===== src/rtl/reflet_bus_pkg.sv =====
// Shared types and constants for the reflet bus arbiter.
// Holds the arbiter state encoding and the master index values.
package reflet_bus_pkg;

  typedef enum logic [1:0] {
    ARB_IDLE = 2'd0,
    ARB_OWN0 = 2'd1,
    ARB_OWN1 = 2'd2
  } arb_state_t;

  localparam logic MASTER0 = 1'b0;
  localparam logic MASTER1 = 1'b1;

endpackage


===== src/rtl/reflet_bus_mux2.sv =====
// 2:1 bus selector for addr, write_en and data_out.
// Drives all zeros when no master is selected.
module reflet_bus_mux2
  import reflet_bus_pkg::*;
#(
  parameter int wordsize = 8
) (
  input  logic                en,
  input  logic                sel,
  input  logic [wordsize-1:0] a_addr,
  input  logic                a_write_en,
  input  logic [wordsize-1:0] a_data,
  input  logic [wordsize-1:0] b_addr,
  input  logic                b_write_en,
  input  logic [wordsize-1:0] b_data,
  output logic [wordsize-1:0] y_addr,
  output logic                y_write_en,
  output logic [wordsize-1:0] y_data
);

  always_comb begin
    y_addr     = '0;
    y_write_en = 1'b0;
    y_data     = '0;
    if (en) begin
      if (sel == MASTER1) begin
        y_addr     = b_addr;
        y_write_en = b_write_en;
        y_data     = b_data;
      end else begin
        y_addr     = a_addr;
        y_write_en = a_write_en;
        y_data     = a_data;
      end
    end
  end

endmodule


===== src/rtl/reflet_bus_arbiter.sv =====
// Round-robin two-master arbiter with a bounded grant quantum.
// Define REFLET_BUS_ARBITER_LOCK_EN to add m0_lock/m1_lock ports.
module reflet_bus_arbiter
  import reflet_bus_pkg::*;
#(
  parameter int wordsize = 8,
  parameter int quantum  = 4
) (
  input  logic                clk,
  input  logic                reset,
  input  logic                m0_req,
  input  logic [wordsize-1:0] m0_addr,
  input  logic                m0_write_en,
  input  logic [wordsize-1:0] m0_data_out,
  output logic                m0_grant,
  output logic [wordsize-1:0] m0_data_in,
  input  logic                m1_req,
  input  logic [wordsize-1:0] m1_addr,
  input  logic                m1_write_en,
  input  logic [wordsize-1:0] m1_data_out,
  output logic                m1_grant,
  output logic [wordsize-1:0] m1_data_in,
`ifdef REFLET_BUS_ARBITER_LOCK_EN
  input  logic                m0_lock,
  input  logic                m1_lock,
`endif
  output logic [wordsize-1:0] bus_addr,
  output logic                bus_write_en,
  output logic [wordsize-1:0] bus_data_out,
  input  logic [wordsize-1:0] bus_data_in
);

  localparam int CW_RAW = $clog2(quantum + 1);
  localparam int CW = (CW_RAW < 1) ? 1 : CW_RAW;
  localparam int CNT_MAX_I = (quantum > 0) ? quantum - 1 : 0;
  localparam logic [CW-1:0] CNT_MAX = CW'(CNT_MAX_I);

  arb_state_t    state, state_n;
  logic          last_owner, last_n;
  logic [CW-1:0] cnt, cnt_n;
  logic          own_lock;
  logic          cnt_top;
  logic          preempt_ok;

`ifdef REFLET_BUS_ARBITER_LOCK_EN
  assign own_lock = (state == ARB_OWN0 && m0_lock) ||
                    (state == ARB_OWN1 && m1_lock);
`else
  assign own_lock = 1'b0;
`endif

  assign cnt_top    = (cnt == CNT_MAX);
  assign preempt_ok = (quantum != 0) && cnt_top && !own_lock;

  always_comb begin
    state_n = state;
    last_n  = last_owner;
    cnt_n   = cnt;
    unique case (state)
      ARB_IDLE: begin
        if (m0_req && m1_req)
          state_n = (last_owner == MASTER0) ? ARB_OWN1 : ARB_OWN0;
        else if (m0_req)
          state_n = ARB_OWN0;
        else if (m1_req)
          state_n = ARB_OWN1;
      end
      ARB_OWN0: begin
        if (!m0_req)
          state_n = m1_req ? ARB_OWN1 : ARB_IDLE;
        else if (m1_req && preempt_ok)
          state_n = ARB_OWN1;
      end
      ARB_OWN1: begin
        if (!m1_req)
          state_n = m0_req ? ARB_OWN0 : ARB_IDLE;
        else if (m0_req && preempt_ok)
          state_n = ARB_OWN0;
      end
      default: state_n = ARB_IDLE;
    endcase
    // Counter saturates so a late rival request hands over at once.
    if (state_n != state) begin
      cnt_n = '0;
      if (state_n == ARB_OWN0)
        last_n = MASTER0;
      else if (state_n == ARB_OWN1)
        last_n = MASTER1;
    end else if (state != ARB_IDLE && !own_lock && !cnt_top) begin
      cnt_n = cnt + CW'(1);
    end
  end

  always_ff @(posedge clk or posedge reset) begin
    if (reset) begin
      state      <= ARB_IDLE;
      last_owner <= MASTER1;
      cnt        <= '0;
    end else begin
      state      <= state_n;
      last_owner <= last_n;
      cnt        <= cnt_n;
    end
  end

  assign m0_grant   = (state == ARB_OWN0);
  assign m1_grant   = (state == ARB_OWN1);
  assign m0_data_in = m0_grant ? bus_data_in : '0;
  assign m1_data_in = m1_grant ? bus_data_in : '0;

  reflet_bus_mux2 #(
    .wordsize(wordsize)
  ) u_mux (
    .en        (state != ARB_IDLE),
    .sel       (state == ARB_OWN1),
    .a_addr    (m0_addr),
    .a_write_en(m0_write_en),
    .a_data    (m0_data_out),
    .b_addr    (m1_addr),
    .b_write_en(m1_write_en),
    .b_data    (m1_data_out),
    .y_addr    (bus_addr),
    .y_write_en(bus_write_en),
    .y_data    (bus_data_out)
  );

endmodule


===== config.mk =====
export PLATFORM = sky130hd
export DESIGN_NAME = reflet_bus_arbiter
export DESIGN_NICKNAME = d
export VERILOG_FILES = /design/src/rtl/reflet_bus_pkg.sv /design/src/rtl/reflet_bus_mux2.sv /design/src/rtl/reflet_bus_arbiter.sv
export SDC_FILE = /design/constraint.sdc
export NUM_CORES = 1
export LEC_CHECK = 0
export CORE_MARGIN = 8
export CORE_UTILIZATION = 33
export CTS_BUF_LIST = sky130_fd_sc_hd__clkbuf_4
export DETAILED_ROUTE_END_ITERATION = 6
export PLACE_DENSITY = 0.91
export SETUP_SLACK_MARGIN = 0.1
export SLEW_MARGIN = 20
export SYNTH_ARGS = -nofsm -noshare
export SYNTH_HDL_FRONTEND = slang
export SYNTH_HIERARCHICAL = 1
export SYNTH_SLANG_ARGS = --single-unit

===== constraint.sdc =====
create_clock -name clk -period 3.05 [get_ports clk]
set_input_delay 0.7625 -clock clk [delete_from_list [all_inputs] [get_ports clk]]
set_output_delay 0.7625 -clock clk [all_outputs]
set_load 0.05 [all_outputs]

Word level (Yosys, flattened, before mapping)
Cells that the tools add are included.
W data, S select, Z words.

word-level totals
  register bits after elaboration = 6
  output and inout port bits = 35
  input port bits = 46
  word-level logic and storage cells = 43

operators by class
  multiplexer cells = 23
  eq/ne operators = 6
  reduce and logical (&&, ||, !) cells = 10
  $add $sub $neg = 1

operators with widths
  kind                   number
  $mux W8                6
  $mux W2                9
  $mux W3                2
  $pmux W2 S3            1
  $reduce_bool A2 Y1     3
  $mux W1                5
  $eq A2 B1 Y1 const B   2
  $eq A2 B2 Y1 const B   2
  $logic_and A1 B1 Y1    4
  $add A3 B1 Y3 const B  1
  $eq A3 B2 Y1 const B   1
  $logic_not A2 Y1       1
  $ne A2 B2 Y1           1
  $reduce_and A2 Y1      1
  $logic_not A1 Y1       1

Depth between registers and ports, before layout
  depth after elaboration = 8
  depth in mapped cells = 9

Hierarchy
The synthesis kept the hierarchy.

modules (own cells, without submodules)
  module              sequential area each (sq um)  cells an instance  instances  area an instance (sq um)
  reflet_bus_arbiter  151.4                         65                 1          539.3
  reflet_bus_mux2     0.0                           37                 1          311.5

Worst setup path after synthesis
OpenSTA, ideal clock, no wires.

  kind = register to output
  start = reg state[1]
  end = out bus_addr[4]
  stages on the path, launching flop included = 8
  slack = 0.422 ns
  required time = 2.288 ns
  arrival = 1.865 ns
  path through = dfrtp_1 > buf_6 > nor2b_4 > buf_6 > buf_6 > buf_12 > mux2i_1 > nor2b_1

between the ends
  word-level cells in the longest chain between the ends = 3

RTL lines
  element                 line                       RTL
  start, declared         reflet_bus_arbiter.sv:38   arb_state_t state, state_n;
  start signal, assigned  reflet_bus_arbiter.sv:100  state <= state_n;
  $eq A2 B2 Y1            -
  via m1_grant            reflet_bus_arbiter.sv:21   output logic m1_grant,
  $mux W8                 reflet_bus_mux2.sv:26      if (sel == MASTER1) begin
  $mux W8                 reflet_bus_mux2.sv:25      if (en) begin
  end, declared           reflet_bus_arbiter.sv:27   output logic [wordsize-1:0] bus_addr,

The timed path passes the listed nets, and every way through them passes these cells.

Final worst setup path
  start = reg state[1]
  end = out m1_data_in[0]

between the ends
  word-level cells in the longest chain between the ends = 2

RTL lines
  element        line                       RTL
  $eq A2 B2 Y1   reflet_bus_arbiter.sv:107  assign m1_grant = (state == ARB_OWN1);
  $mux W8        reflet_bus_arbiter.sv:109  assign m1_data_in = m1_grant ? bus_data_in : '0;
  end, declared  reflet_bus_arbiter.sv:22   output logic [wordsize-1:0] m1_data_in,

No other way between the ends.

==> impl_metrics.json <==
{
  "core_region_area_um2": 2455,
  "relSlewSlack": 0.5727,
  "ys_top_cells_by_count": "mux2i_1 (18), nor2b_1 (18), and3_1 (9)",
  "antenna_found_initial": 0,
  "count_of_nets_left_with_antenna_violations_after_detail_routing": 0,
  "grt_pass1_vias": 1117,
  "drt_drc_violations_left": 0,
  "synth_xor_area_frac": 0.01029,
  "ioPinCount": 81,
  "worstPathMaxFanout": 18,
  "synth_top_cell_area_share": 0.2118,
  "final_max_slew_viol_count": 0,
  "grt_start_max_net_pins": 19,
  "grt.overflow.total": 0,
  "htreeDepth": 1,
  "floorplan.die_area_um2": 4459,
  "cts-buffers-inserted": 3,
  "antenna_diode_count": 0,
  "yosys.area_share.simple": 0.3515,
  "postSynthCellCount": 102,
  "finalClockSkew_ns": 0.007965,
  "dpl.cell_count": 206,
  "post_route_cells_drive_above_1_share": 0.3000,
  "viasPerCell": 4.786,
  "cts_hold_buffers": 0,
  "detailroute.via_count": 1005,
  "hp-class": "reg2reg",
  "cts_tree": "done",
  "ys_dominant_reg_cell": "dfrtp_1",
  "dr.first_iter.drc_count": 22,
  "clk_path_buf_depth": 2,
  "muxShareOfSynthArea": 0.2118,
  "synth.cell_area_um2": 850.8,
  "critical_path_class": "reg2out",
  "track_usage": 0.1616,
  "static-leakage-power_nw": 0.8511,
  "floorplan.rows": 18,
  "postCtsSetupBuffers": 0,
  "maxClockFrequency_mhz": 367.7,
  "postCtsResizedCells": 0,
  "setup.reg_to_reg.worst_slack_ns": 0.76,
  "sequential_cell_area_fraction_in_the_yosys_report": 0.1779,
  "synth_top_family_by_area": "simple AND/OR/NAND/NOR gates",
  "synthesis.nets": 151,
  "port-buffer-count": 80,
  "timing.final.hold_violations": 0,
  "starting_density_of_the_core": 0.3466,
  "timing.max_cap.violations": 0,
  "drt-total-wl_um": 3657,
  "height_of_the_die_um": 66.78,
  "cts.sink_count": 6,
  "fin_crit_ns": 2.720,
  "setup_total_negative_slack_ns": 0,
  "post-route-period-util": 0.8918,
  "clk-insertion-delay-late_ns": 0.24,
  "final_nets": 230,
  "power_consumption_mw": 1.042,
  "die-width_um": 66.78,
  "synth.ff_latch_count": 6,
  "path_clk_slew_ns": 0.04,
  "rsz0062_at_grt": "false",
  "drt-pass1-iter-count": 4,
  "yosysTopAreaCell": "mux2i_1",
  "grt_pass1_wl_um": 5582,
  "final_cells": 210,
  "yosysUniqueCellTypes": 28,
  "synth_compound_gate_area_share": 0.1000,
  "cp_data_arrival_time_ns": 1.96,
  "timing.critical_path.to_type": "output pin",
  "placement.setup.worst_slack_ns": 0.5450,
  "tightest_slew_ns": 0.6395,
  "critical_path.startpoint_type": "register",
  "setup_viol": 0,
  "clockRootBuffer": "clkbuf_4",
  "place.gp.congestion": 0.8254,
  "cp.required_ns": 2.29,
  "filler_cell_count": 156,
  "status": "complete, no violations",
  "final.setup.worst_slack_ns": 0.3301,
  "synth-async-reset-ratio": 1.000,
  "synth-edff-count": 0,
  "power.density_cell_area_nw_per_um2": 524.2,
  "synth_top_cells_by_area": "mux2i_1 (21%), dfrtp_1 (15%), nor2b_1 (13%)",
  "synth_fa_ha_area_frac": 0.04412,
  "fin_worst_hold_slack_ns": 0.4916,
  "routed_wire_length_per_instance_um": 17.41,
  "hpwlAfterDp_um": 3241,
  "yosys_warnings": 6,
  "post_synthesis_average_cell_area_um2": 8.341,
  "worst_ir_drop_vdd_v": 0.0004112,
  "flow.area_growth_from_synthesis_pct": 133.7
}
cell families after synthesis:
| kind of cell | count (synthesis) |
|---|---|
| xor+xnor | 1 |
| compound gates | 13 |
| flops | 6 |
| buf+inv | 13 |
| mux | 18 |
| simple gates | 48 |
| fa+ha+maj | 3 |
routing by layer:
| metal | up-vias | wire, µm | track usage | share of wire |
|---|---|---|---|---|
| met1 | 467 | 1130 | 0.1415 | 0.31 |
| met5 | - | 0 | 0 | 0 |
| li1 | 505 | - | - | - |
| met4 | 0 | 31 | 0.05067 | 0.0085 |
| met3 | 2 | 137 | 0.01342 | 0.037 |
| met2 | 31 | 2357 | 0.3572 | 0.64 |
worst paths after layout:
kind | cells past startpoint | to | from
setup / recovery | 4 | m1_data_in[0] | state[1]$_DFF_PP0_
hold / removal | 2 | last_owner$_DFFE_PP1P_ | last_owner$_DFFE_PP1P_
setup reg to reg | 8 | last_owner$_DFFE_PP1P_ | state[0]$_DFF_PP0_
hold reg to reg | 2 | last_owner$_DFFE_PP1P_ | last_owner$_DFFE_PP1P_
max in group asynchronous | 2 | last_owner$_DFFE_PP1P_ | reset
min in group asynchronous | 2 | cnt[1]$_DFFE_PP0P_ | reset
layout by cell type (no fill, tap or decap), drive strengths merged:
master / Yosys / routed
buf: 4 / 35
a211oi: 1 / 1
nor2: 5 / 5
o21a: 1 / 1
nand3: 2 / 2
nor2b: 19 / 19
and3: 9 / 9
clkbuf: 3 / 4
xnor2: 1 / 1
dfstp: 1 / 1
and2: 8 / 8
ha: 3 / 3
dfrtp: 5 / 5
a22o: 1 / 1
nand2: 4 / 4
a31oi: 2 / 2
a21oi: 3 / 3
nor3: 1 / 1
o21ai: 4 / 4
o22ai: 1 / 1
inv: 6 / 6
clkdlybuf4s50: 0 / 46
mux2i: 18 / 18
power breakdown:
group	total, mW	internal [mW]	leakage [nW]	switching (mW)
sequential	0.126	0.102	0.0763	0.0236
combinational	0.831	0.396	0.756	0.435
clock	0.0853	0.0583	0.0184	0.0269
state kept, by name, indices dropped and copies added, names as in the netlist:
register    count
cnt             3
state           2
last_owner      1
layout make-up:
cell class | count | area [µm²] | area share
flip-flops and latches | 6 | 151.4 | 0.07615
inverters | 6 | 22.52 | 0.01133
clock buffers | 4 | 30.03 | 0.01510
multi-input cells | 83 | 610.6 | 0.3071
repair buffers | 81 | 1136 | 0.5714
well taps | 30 | 37.54 | 0.01888
per-stage QoR:
stage,area [µm²],utilization
after detailed placement,1958,0.7977
after floorplan,850.8,-
after global routing,1988,0.8099
after CTS,1988,0.8099
after global placement,1958,0.7977
final,1988,0.8099
critical path, stage by stage (launching register included):
cell and delay [ns]:
dfrtp_1 0.49, nor2b_4 0.62, buf_4 0.29, and2_2 0.19, buf_12 0.14
Power figures use the tool's default switching activity.
